[config.mk]
export PLATFORM = sky130hd
export DESIGN_NAME = branch_resolve_queue_flat
export DESIGN_NICKNAME = d
export VERILOG_FILES = /design/src/rtl/branch_resolve_queue_if.sv /design/src/rtl/branch_resolve_queue.sv /design/src/flat_wrapper.sv
export SDC_FILE = /design/constraint.sdc
export NUM_CORES = 1
export LEC_CHECK = 0
export ABC_AREA = 1
export CELL_PAD_IN_SITES_DETAIL_PLACEMENT = 1
export CELL_PAD_IN_SITES_GLOBAL_PLACEMENT = 1
export CORE_ASPECT_RATIO = 0.5
export CORE_MARGIN = 2
export CORE_UTILIZATION = 46
export DETAILED_ROUTE_END_ITERATION = 6
export MAX_ROUTING_LAYER = met4
export PLACE_DENSITY = 0.78
export SYNTH_ARGS = -nofsm -noshare
export SYNTH_HDL_FRONTEND = slang
export SYNTH_SLANG_ARGS = --single-unit
[constraint.sdc]
create_clock -name clock -period 3.39 [get_ports clock]
set_input_delay 0.5085 -clock clock [delete_from_list [all_inputs] [get_ports clock]]
set_output_delay 0.5085 -clock clock [all_outputs]
set_load 0.02 [all_outputs]
[src/rtl/branch_resolve_queue_if.sv]
// Handshake bundle between the branch_resolve_queue and its surroundings.
// The master side offers predictions and outcomes and consumes training packets.
// The slave side is the queue itself.
interface branch_resolve_queue_if #(
  parameter int N     = 32,
  parameter int DEPTH = 8,
  parameter int CNT_W = 32
);
  localparam int OW = $clog2(DEPTH) + 1;

  logic          pred_valid;
  logic          pred_ready;
  logic [N-1:0]  pred_pc;
  logic          pred_ph;
  logic          pred_gh;
  logic          pred_final;

  logic          res_valid;
  logic          res_taken;
  logic          res_ready;

  logic          upd_valid;
  logic [N-1:0]  upd_pc;
  logic          upd_taken;
  logic          upd_pred_ph;
  logic          upd_pred_gh;
  logic [1:0]    upd_dir;
  logic          mispredict;

  logic [OW-1:0] occupancy;
  logic [CNT_W-1:0] hit_count;
  logic [CNT_W-1:0] miss_count;

  modport master (
    output pred_valid, pred_pc, pred_ph, pred_gh, pred_final,
    output res_valid, res_taken,
    input  pred_ready, res_ready,
    input  upd_valid, upd_pc, upd_taken, upd_pred_ph, upd_pred_gh, upd_dir, mispredict,
    input  occupancy, hit_count, miss_count
  );

  modport slave (
    input  pred_valid, pred_pc, pred_ph, pred_gh, pred_final,
    input  res_valid, res_taken,
    output pred_ready, res_ready,
    output upd_valid, upd_pc, upd_taken, upd_pred_ph, upd_pred_gh, upd_dir, mispredict,
    output occupancy, hit_count, miss_count
  );
endinterface

[src/rtl/branch_resolve_queue.sv]
// In-order queue of in-flight branch predictions. Each resolved outcome pops
// the head entry and produces a registered training packet for the chooser and
// both component predictors, plus saturating hit/miss statistics.
// Optional build macro BRQ_FLUSH_EN: a mispredicting pop also discards every
// younger entry (and any push accepted on the same edge).
module branch_resolve_queue #(
  parameter int N     = 32,
  parameter int DEPTH = 8,
  parameter int CNT_W = 32
) (
  input  logic clock,
  input  logic reset,
  branch_resolve_queue_if.slave bus
);
  localparam int AW = $clog2(DEPTH);
  localparam int OW = AW + 1;

  typedef struct packed {
    logic [N-1:0] pc;
    logic         ph;
    logic         gh;
    logic         fin;
  } entry_t;

  entry_t           mem [DEPTH];
  logic [AW-1:0]    wr_ptr;
  logic [AW-1:0]    rd_ptr;
  logic [OW-1:0]    occ;
  logic             push;
  logic             pop;
  logic             miss_now;
  logic             flush;
  entry_t           head;

  logic             vld_p1;
  logic [N-1:0]     pc_p1;
  logic             taken_p1;
  logic             ph_p1;
  logic             gh_p1;
  logic [1:0]       dir_p1;
  logic             mis_p1;

  logic [CNT_W-1:0] hit_q;
  logic [CNT_W-1:0] miss_q;

  function automatic logic [CNT_W-1:0] sat_inc(input logic [CNT_W-1:0] v);
    return (&v) ? v : v + CNT_W'(1);
  endfunction

  // Chooser encoding: low states favour pshare, high states favour gshare,
  // so a correct pshare steps down (10) and a correct gshare steps up (01).
  function automatic logic [1:0] chooser_dir(input logic ph, input logic gh,
                                             input logic taken);
    if (ph == gh)         return 2'b00;
    else if (ph == taken) return 2'b10;
    else                  return 2'b01;
  endfunction

  assign bus.pred_ready = (occ < OW'(DEPTH));
  assign bus.res_ready  = (occ != '0);

  assign push     = bus.pred_valid && bus.pred_ready;
  assign pop      = bus.res_valid && bus.res_ready;
  assign head     = mem[rd_ptr];
  assign miss_now = pop && (head.fin != bus.res_taken);

`ifdef BRQ_FLUSH_EN
  assign flush = miss_now;
`else
  assign flush = 1'b0;
`endif

  // Control state: pointers, occupancy, packet valid and statistics.
  always_ff @(posedge clock) begin
    if (reset) begin
      wr_ptr <= '0;
      rd_ptr <= '0;
      occ    <= '0;
      vld_p1 <= 1'b0;
      hit_q  <= '0;
      miss_q <= '0;
    end else begin
      vld_p1 <= pop;
      if (flush) begin
        // Younger entries and a same-edge push are dropped by catching the
        // read pointer up to the (unadvanced) write pointer.
        rd_ptr <= wr_ptr;
        occ    <= '0;
      end else begin
        if (push) wr_ptr <= wr_ptr + AW'(1);
        if (pop)  rd_ptr <= rd_ptr + AW'(1);
        if (push && !pop)      occ <= occ + OW'(1);
        else if (pop && !push) occ <= occ - OW'(1);
      end
      if (pop) begin
        if (miss_now) miss_q <= sat_inc(miss_q);
        else          hit_q  <= sat_inc(hit_q);
      end
    end
  end

  // Storage and training packet datapath; gated by vld_p1 at the outputs.
  always_ff @(posedge clock) begin
    if (push) mem[wr_ptr] <= '{pc: bus.pred_pc, ph: bus.pred_ph,
                               gh: bus.pred_gh, fin: bus.pred_final};
    // stage p1: registered training packet
    if (pop) begin
      pc_p1    <= head.pc;
      taken_p1 <= bus.res_taken;
      ph_p1    <= head.ph;
      gh_p1    <= head.gh;
      dir_p1   <= chooser_dir(head.ph, head.gh, bus.res_taken);
      mis_p1   <= miss_now;
    end
  end

  assign bus.upd_valid   = vld_p1;
  assign bus.upd_pc      = vld_p1 ? pc_p1 : '0;
  assign bus.upd_taken   = vld_p1 & taken_p1;
  assign bus.upd_pred_ph = vld_p1 & ph_p1;
  assign bus.upd_pred_gh = vld_p1 & gh_p1;
  assign bus.upd_dir     = vld_p1 ? dir_p1 : 2'b00;
  assign bus.mispredict  = vld_p1 & mis_p1;
  assign bus.occupancy   = occ;
  assign bus.hit_count   = hit_q;
  assign bus.miss_count  = miss_q;
endmodule

[src/flat_wrapper.sv]
// flat-port wrapper written by rule: the top's interface ports become plain ports
module branch_resolve_queue_flat 
#(
  parameter int N     = 32,
  parameter int DEPTH = 8,
  parameter int CNT_W = 32
)
  (clock, reset, bus_pred_valid, bus_pred_pc, bus_pred_ph, bus_pred_gh, bus_pred_final, bus_res_valid, bus_res_taken, bus_pred_ready, bus_res_ready, bus_upd_valid, bus_upd_pc, bus_upd_taken, bus_upd_pred_ph, bus_upd_pred_gh, bus_upd_dir, bus_mispredict, bus_occupancy, bus_hit_count, bus_miss_count);
  branch_resolve_queue_if #(.N(N), .DEPTH(DEPTH), .CNT_W(CNT_W)) bus_i ();
  input  logic clock;
  input  logic reset;
  input wire logic [$bits(bus_i.pred_valid)-1:0] bus_pred_valid;
  input wire logic [$bits(bus_i.pred_pc)-1:0] bus_pred_pc;
  input wire logic [$bits(bus_i.pred_ph)-1:0] bus_pred_ph;
  input wire logic [$bits(bus_i.pred_gh)-1:0] bus_pred_gh;
  input wire logic [$bits(bus_i.pred_final)-1:0] bus_pred_final;
  input wire logic [$bits(bus_i.res_valid)-1:0] bus_res_valid;
  input wire logic [$bits(bus_i.res_taken)-1:0] bus_res_taken;
  output wire logic [$bits(bus_i.pred_ready)-1:0] bus_pred_ready;
  output wire logic [$bits(bus_i.res_ready)-1:0] bus_res_ready;
  output wire logic [$bits(bus_i.upd_valid)-1:0] bus_upd_valid;
  output wire logic [$bits(bus_i.upd_pc)-1:0] bus_upd_pc;
  output wire logic [$bits(bus_i.upd_taken)-1:0] bus_upd_taken;
  output wire logic [$bits(bus_i.upd_pred_ph)-1:0] bus_upd_pred_ph;
  output wire logic [$bits(bus_i.upd_pred_gh)-1:0] bus_upd_pred_gh;
  output wire logic [$bits(bus_i.upd_dir)-1:0] bus_upd_dir;
  output wire logic [$bits(bus_i.mispredict)-1:0] bus_mispredict;
  output wire logic [$bits(bus_i.occupancy)-1:0] bus_occupancy;
  output wire logic [$bits(bus_i.hit_count)-1:0] bus_hit_count;
  output wire logic [$bits(bus_i.miss_count)-1:0] bus_miss_count;
  assign bus_i.pred_valid = bus_pred_valid;
  assign bus_i.pred_pc = bus_pred_pc;
  assign bus_i.pred_ph = bus_pred_ph;
  assign bus_i.pred_gh = bus_pred_gh;
  assign bus_i.pred_final = bus_pred_final;
  assign bus_i.res_valid = bus_res_valid;
  assign bus_i.res_taken = bus_res_taken;
  assign bus_pred_ready = bus_i.pred_ready;
  assign bus_res_ready = bus_i.res_ready;
  assign bus_upd_valid = bus_i.upd_valid;
  assign bus_upd_pc = bus_i.upd_pc;
  assign bus_upd_taken = bus_i.upd_taken;
  assign bus_upd_pred_ph = bus_i.upd_pred_ph;
  assign bus_upd_pred_gh = bus_i.upd_pred_gh;
  assign bus_upd_dir = bus_i.upd_dir;
  assign bus_mispredict = bus_i.mispredict;
  assign bus_occupancy = bus_i.occupancy;
  assign bus_hit_count = bus_i.hit_count;
  assign bus_miss_count = bus_i.miss_count;
  branch_resolve_queue #(.N(N), .DEPTH(DEPTH), .CNT_W(CNT_W)) u_core (.clock(clock), .reset(reset), .bus(bus_i));
endmodule
---- Word level (Yosys, flattened, before mapping) ----
Memories as Yosys holds them, arrays and structs flattened. A register that Yosys moved wholly into a read port is not among the register bits.
Cells that the tools add are included.
storage, ports and cells
  flip-flop bits (word level) ............. 113
  latch bits .............................. 0
  RAM bits ................................ 280
  bits in read-only memories .............. 0
  input bits .............................. 40
  output and inout bits ................... 109
  logic and storage cells ................. 52
  memories ................................ 1
memory list
  memory      depth  width  rd ports  clocked after Yosys merged registers in  wr ports  line                        source
  u_core.mem  8      35     1         1                                        1         branch_resolve_queue.sv:25  entry_t mem [DEPTH];
operators by class
  add/sub/neg operators ................... 6
  multiply operators ...................... 0
  div/mod/pow operators ................... 0
  order comparisons ....................... 1
  equal/unequal tests ..................... 3
  shift operators ......................... 0
  multiplexer cells ....................... 9
  bitwise logic cells ..................... 7
  reduce and logical (&&, ||, !) cells .... 13
operators with widths
  operator                                                            count
  32-bit by 1-bit adder with 32-bit output, second input constant     2
  32-bit AND reduction                                                2
  32-bit 2-to-1 mux                                                   1
  4-bit 2-to-1 mux                                                    2
  3-bit by 1-bit adder with 3-bit output, second input constant       2
  3-bit 2-to-1 mux                                                    2
  3-bit AND reduction                                                 2
  1-bit logical AND                                                   5
  4-bit by 1-bit adder with 4-bit output, second input constant       1
  1-bit bitwise AND                                                   4
  4-bit < comparator, second input constant                           1
  2-bit 2-to-1 mux                                                    2
  4-bit nonzero test                                                  1
  4-bit by 1-bit subtractor with 4-bit output, second input constant  1
  1-bit inverter                                                      3
  1-bit equality test                                                 2
  1-bit zero test                                                     2
  1-bit 2-to-1 mux                                                    2
  2-bit nonzero test                                                  1
  1-bit != test                                                       1

---- Longest topological paths before layout ----
  depth in word-level cells ............... 6
  depth in mapped cells ................... 15
  mapped depth without buffers ............ 15

---- Worst setup path before layout ----
OpenSTA, ideal clock, no wires.
  kind .................................... reg2reg
  start point ............................. register u_core.occ[3] (netlist: u_core.bus.occupancy[3])
  end point ............................... memory u_core.mem[0][0] (netlist bit) (enable)
  setup time .............................. 0.427 ns
  data arrival time ....................... 2.453 ns
  data required time ...................... 2.963 ns
  setup slack ............................. 0.509 ns
  cell stages (with the launch flop) ...... 6
  buffers on the path ..................... 0
  period minus slack after synthesis ...... 2.881 ns
  cell sequence ........................... dfxtp_1 inv_1 nand2_1 inv_1 nand2_1 nor2_1
between the ends
  cells in the longest elaborated chain, start to end .. 4
ends and longest elaborated chain
  element                                 line                         source
  start: declaration                      branch_resolve_queue.sv:28   logic [OW-1:0] occ;
  start signal: assignment                branch_resolve_queue.sv:92   if (push && !pop) occ <= occ + OW'(1);
  start signal: assignment                branch_resolve_queue.sv:93   else if (pop && !push) occ <= occ - OW'(1);
  4-bit < comparator                      branch_resolve_queue.sv:59   assign bus.pred_ready = (occ < OW'(DEPTH));
  net bus_pred_ready                      flat_wrapper.sv:19           output wire logic [$bits(bus_i.pred_ready)-1:0] bus_pred_ready;
  1-bit logical AND                       branch_resolve_queue.sv:62   assign push = bus.pred_valid && bus.pred_ready;
  net u_core.push                         branch_resolve_queue.sv:29   logic push;
  1-bit 2-to-1 mux                        branch_resolve_queue.sv:104  if (push) mem[wr_ptr] <= '{pc: bus.pred_pc, ph: bus.pred_ph,
  1-bit 2-to-1 mux (not written as such)  branch_resolve_queue.sv:104
  end: declaration                        branch_resolve_queue.sv:25
The timed path passes the listed nets, and every way through them passes these cells.

---- Worst setup path in the final report ----
  start point ............................. register u_core.vld_p1 (netlist: u_core.bus.upd_valid)
  end point ............................... output port bus_upd_pc[14]
between the ends
  cells in the longest elaborated chain, start to end .. 1
ends and longest elaborated chain
  element                   line                         source
  start: declaration        branch_resolve_queue.sv:35   logic vld_p1;
  start signal: assignment  branch_resolve_queue.sv:83   vld_p1 <= pop;
  32-bit 2-to-1 mux         branch_resolve_queue.sv:118  assign bus.upd_pc = vld_p1 ? pc_p1 : '0;
  end: declaration          flat_wrapper.sv:22           output wire logic [$bits(bus_i.upd_pc)-1:0] bus_upd_pc;
Every way passes these cells.

==> metrics.yaml <==
status: "finished clean"
place_congestion: 0.8511
hold_viol_final: 0
die_area_um2: 39070
grt_pass1_wl_um: 73740
dpl_worst_slack_ns: 0.4231
yosysWarningCount: 0
yosysMostFrequentCell: "nor2_1"
fill_cells: 4052
synth_edf_count: 318
cts_max_path_buffers: 3
hold_class: "reg2reg"
worstPathArrival_ns: 2.52
dr.pass1.iters: 5
synth_nets: 1755
rr_worst_depth: 9
root_buffer: "clkbuf_16"
fp.coreArea_um2: 37100
rr_endpoint: "u_core.bus.hit_count[4]"
io_pins: 149
die_w_um: 277.5
clock_latency_ns: 0.55
peakVddDrop_uv: 425.8
cts.sinks: 396
synth_top_cell_by_area: "edfxtp_1"
drv_cap: 0
dieHeight_um: 140.8
grtUsageTotal: 0.2464
post_cts_buffers: 0
dp_hpwl_um: 28650
fin_skew_ns: 0.01842
via_per_inst: 5.492
area_delta_synth_final_pct: 18.10
finalSetupViolCount: 0
grt.overflow.total: 0
synth.top_cell.area_share: 0.5549
cts_resized: 0
synth-xor-area-share: 0.01629
synth_cell_types: 33
ys_async_sr_fraction: 0
critPathKind: "reg2out"
synth_compound_area_frac: 0.09205
synth_cells: 1707
diodes: 0
drt-wirelength-per-cell_um: 19.92
maxSlewHeadroom: 0.4466
start_kind: "flip-flop"
ant_nets: 0
rows: 50
synth_top_family_by_area: "simple AND/OR/NAND/NOR gates"
cts.clk_slew.worst_paths_ns: 0.06
muxShareOfSynthArea: 0
path_max_fanout: 27
start_util: 0.4639
grt_max_degree: 78
synthAdderAreaFrac: 0.006253
cp-startpoint: "u_core.bus.upd_valid"
r2r_setup_slack_ns: 0.44
cp-endpoint: "bus_upd_pc[14]"
drive_gt1_frac: 0.07204
hold_buffers: 0
fin_crit_sh: 0.8943
power_leakage_nw: 7.014
tns_ns: 0
via_count: 12930
worst_pin_slew_ns: 0.8301
ys_seq_area_frac: 0.6456
drv_slew: 0
fin_nets: 1884
fin_ws_ns: 0.3584
power_density_nw_per_um2: 651.5
cp_data_required_time_ns: 2.88
fin_crit_ns: 3.032
drtIter0Drc: 910
htree_levels: 2
drcViolationCount: 0
critPathCaptureType: "primary output"
synth-main-ff-cell: "edfxtp_1"
syn_avg_cell_area_um2: 10.08
syn_area_um2: 17210
cts_buffers: 38
synth-simple-area-share: 0.1941
finalWirelength_um: 46890
antenna_found_initial: 0
max_freq_mhz: 329.9
grt_pass1_vias: 13370
cts_tree: "built"
rsz0062_at_grt: "false"
port_buffers: 148
synthTopCellsByCount: "nor2_1 (355), edfxtp_1 (318), nand2_1 (314)"
yosys_register_bits: 396
power_mw: 13.24
synthTopCellsByArea: "edfxtp_1 (55%), dfxtp_1 (9.1%), nor2_1 (7.7%), nand2_1 (6.8%), o21ai_0 (4.2%)"
-- metal layers --
| metal | vias up | GRT usage | share of wire |
|---|---|---|---|
| met1 | 6493 | 0.3106 | 0.45 |
| li1 | 6103 | - | - |
| met5 | - | - | 0 |
| met2 | 269 | 0.4242 | 0.50 |
| met4 | 0 | 0.05405 | 0.016 |
| met3 | 63 | 0.03845 | 0.039 |
-- how the worst min path moves through the flow --
stage                       end  cells after the start  slack, ns             start
3_3_place_gp   u_core.rd_ptr[2]                      1       0.43  u_core.rd_ptr[2]
4_1_cts               flip-flop                      1       0.45  u_core.rd_ptr[2]
5_1_grt               flip-flop                      1       0.47  u_core.rd_ptr[2]
2_1_floorplan         flip-flop                      1       0.41  u_core.rd_ptr[2]
6_report              flip-flop                      1       0.45  u_core.rd_ptr[2]
3_5_place_dp   u_core.rd_ptr[2]                      1       0.44  u_core.rd_ptr[2]
-- layout by cell type, fill, tap and decap left out, types with 8 or more instances in the layout --
| cell | n |
|---|---|
| clkbuf_16 | 38 |
| xnor2_1 | 9 |
| nand3b_1 | 20 |
| a31oi_1 | 32 |
| clkdlybuf4s50_1 | 147 |
| a21oi_1 | 50 |
| buf_4 | 26 |
| a21oi_2 | 20 |
| o21ai_0 | 144 |
| edfxtp_1 | 318 |
| dfxtp_1 | 75 |
| nor2_1 | 347 |
| inv_1 | 94 |
| nor2_4 | 10 |
| nand4_1 | 36 |
| nand2_1 | 314 |
| nand3_1 | 48 |
| xor2_1 | 23 |
| o22ai_1 | 34 |
| clkbuf_1 | 8 |
-- where the power goes --
group          switching, mW  leakage, nW  total [mW]  internal [mW]
sequential             0.263         3.53        6.09           5.83
clock                   1.83        0.561        4.08           2.25
combinational           2.12         2.92        3.07          0.953
total                   4.21         7.01        13.2           9.03
-- registers in the layout, indices dropped and copies added (netlist names), named ones only --
| signal | flops |
|---|---|
| u_core.mem | 280 |
| u_core.bus.hit_count | 32 |
| u_core.bus.miss_count | 32 |
| u_core.pc_p1 | 32 |
| u_core.bus.occupancy | 4 |
| u_core.rd_ptr | 3 |
| u_core.wr_ptr | 3 |
| u_core.dir_p1 | 2 |
| u_core.bus.upd_valid | 1 |
| u_core.gh_p1 | 1 |
| u_core.mis_p1 | 1 |
| u_core.ph_p1 | 1 |
| u_core.taken_p1 | 1 |
-- cells by family after synthesis --
| group | after synthesis |
|---|---|
| XOR/XNOR | 32 |
| buffers and inverters | 185 |
| AND/OR/NAND/NOR | 802 |
| AO/OA/AOI/OAI | 284 |
| flip-flops | 396 |
| adder cells (fa/ha/maj) | 8 |
-- through the flow --
| step | util | std cells | hold WS, ns | area, um^2 |
|---|---|---|---|---|
| finish | 0.5478 | 2354 | 0.4509 | 20320 |
| global route | 0.5478 | 2354 | 0.4712 | 20320 |
| CTS | 0.5478 | 2354 | 0.4535 | 20320 |
| detailed placement | 0.5168 | 2290 | 0.4388 | 19170 |
| global placement | 0.5168 | 2290 | 0.4338 | 19170 |
| floorplan | - | 1707 | 0.4124 | 17210 |
-- critical path, stage by stage, from the launching register on --
cell             delay (ns)
dfxtp_2                0.82
buf_4                  0.35
nand2_1                0.10
inv_1                  0.08
clkdlybuf4s50_1        0.62
-- area by class of cell --
class	count	area, um^2	area share
clock buffer	47	994.7	0.04894
timing repair buffer	175	1692	0.08324
clock inverter	17	156.4	0.007696
inverter	99	372.9	0.01835
multi-input combinational	1126	5373	0.2644
tap	494	618.1	0.03041
sequential	396	11120	0.5470
Power figures use the tool's default switching activity.
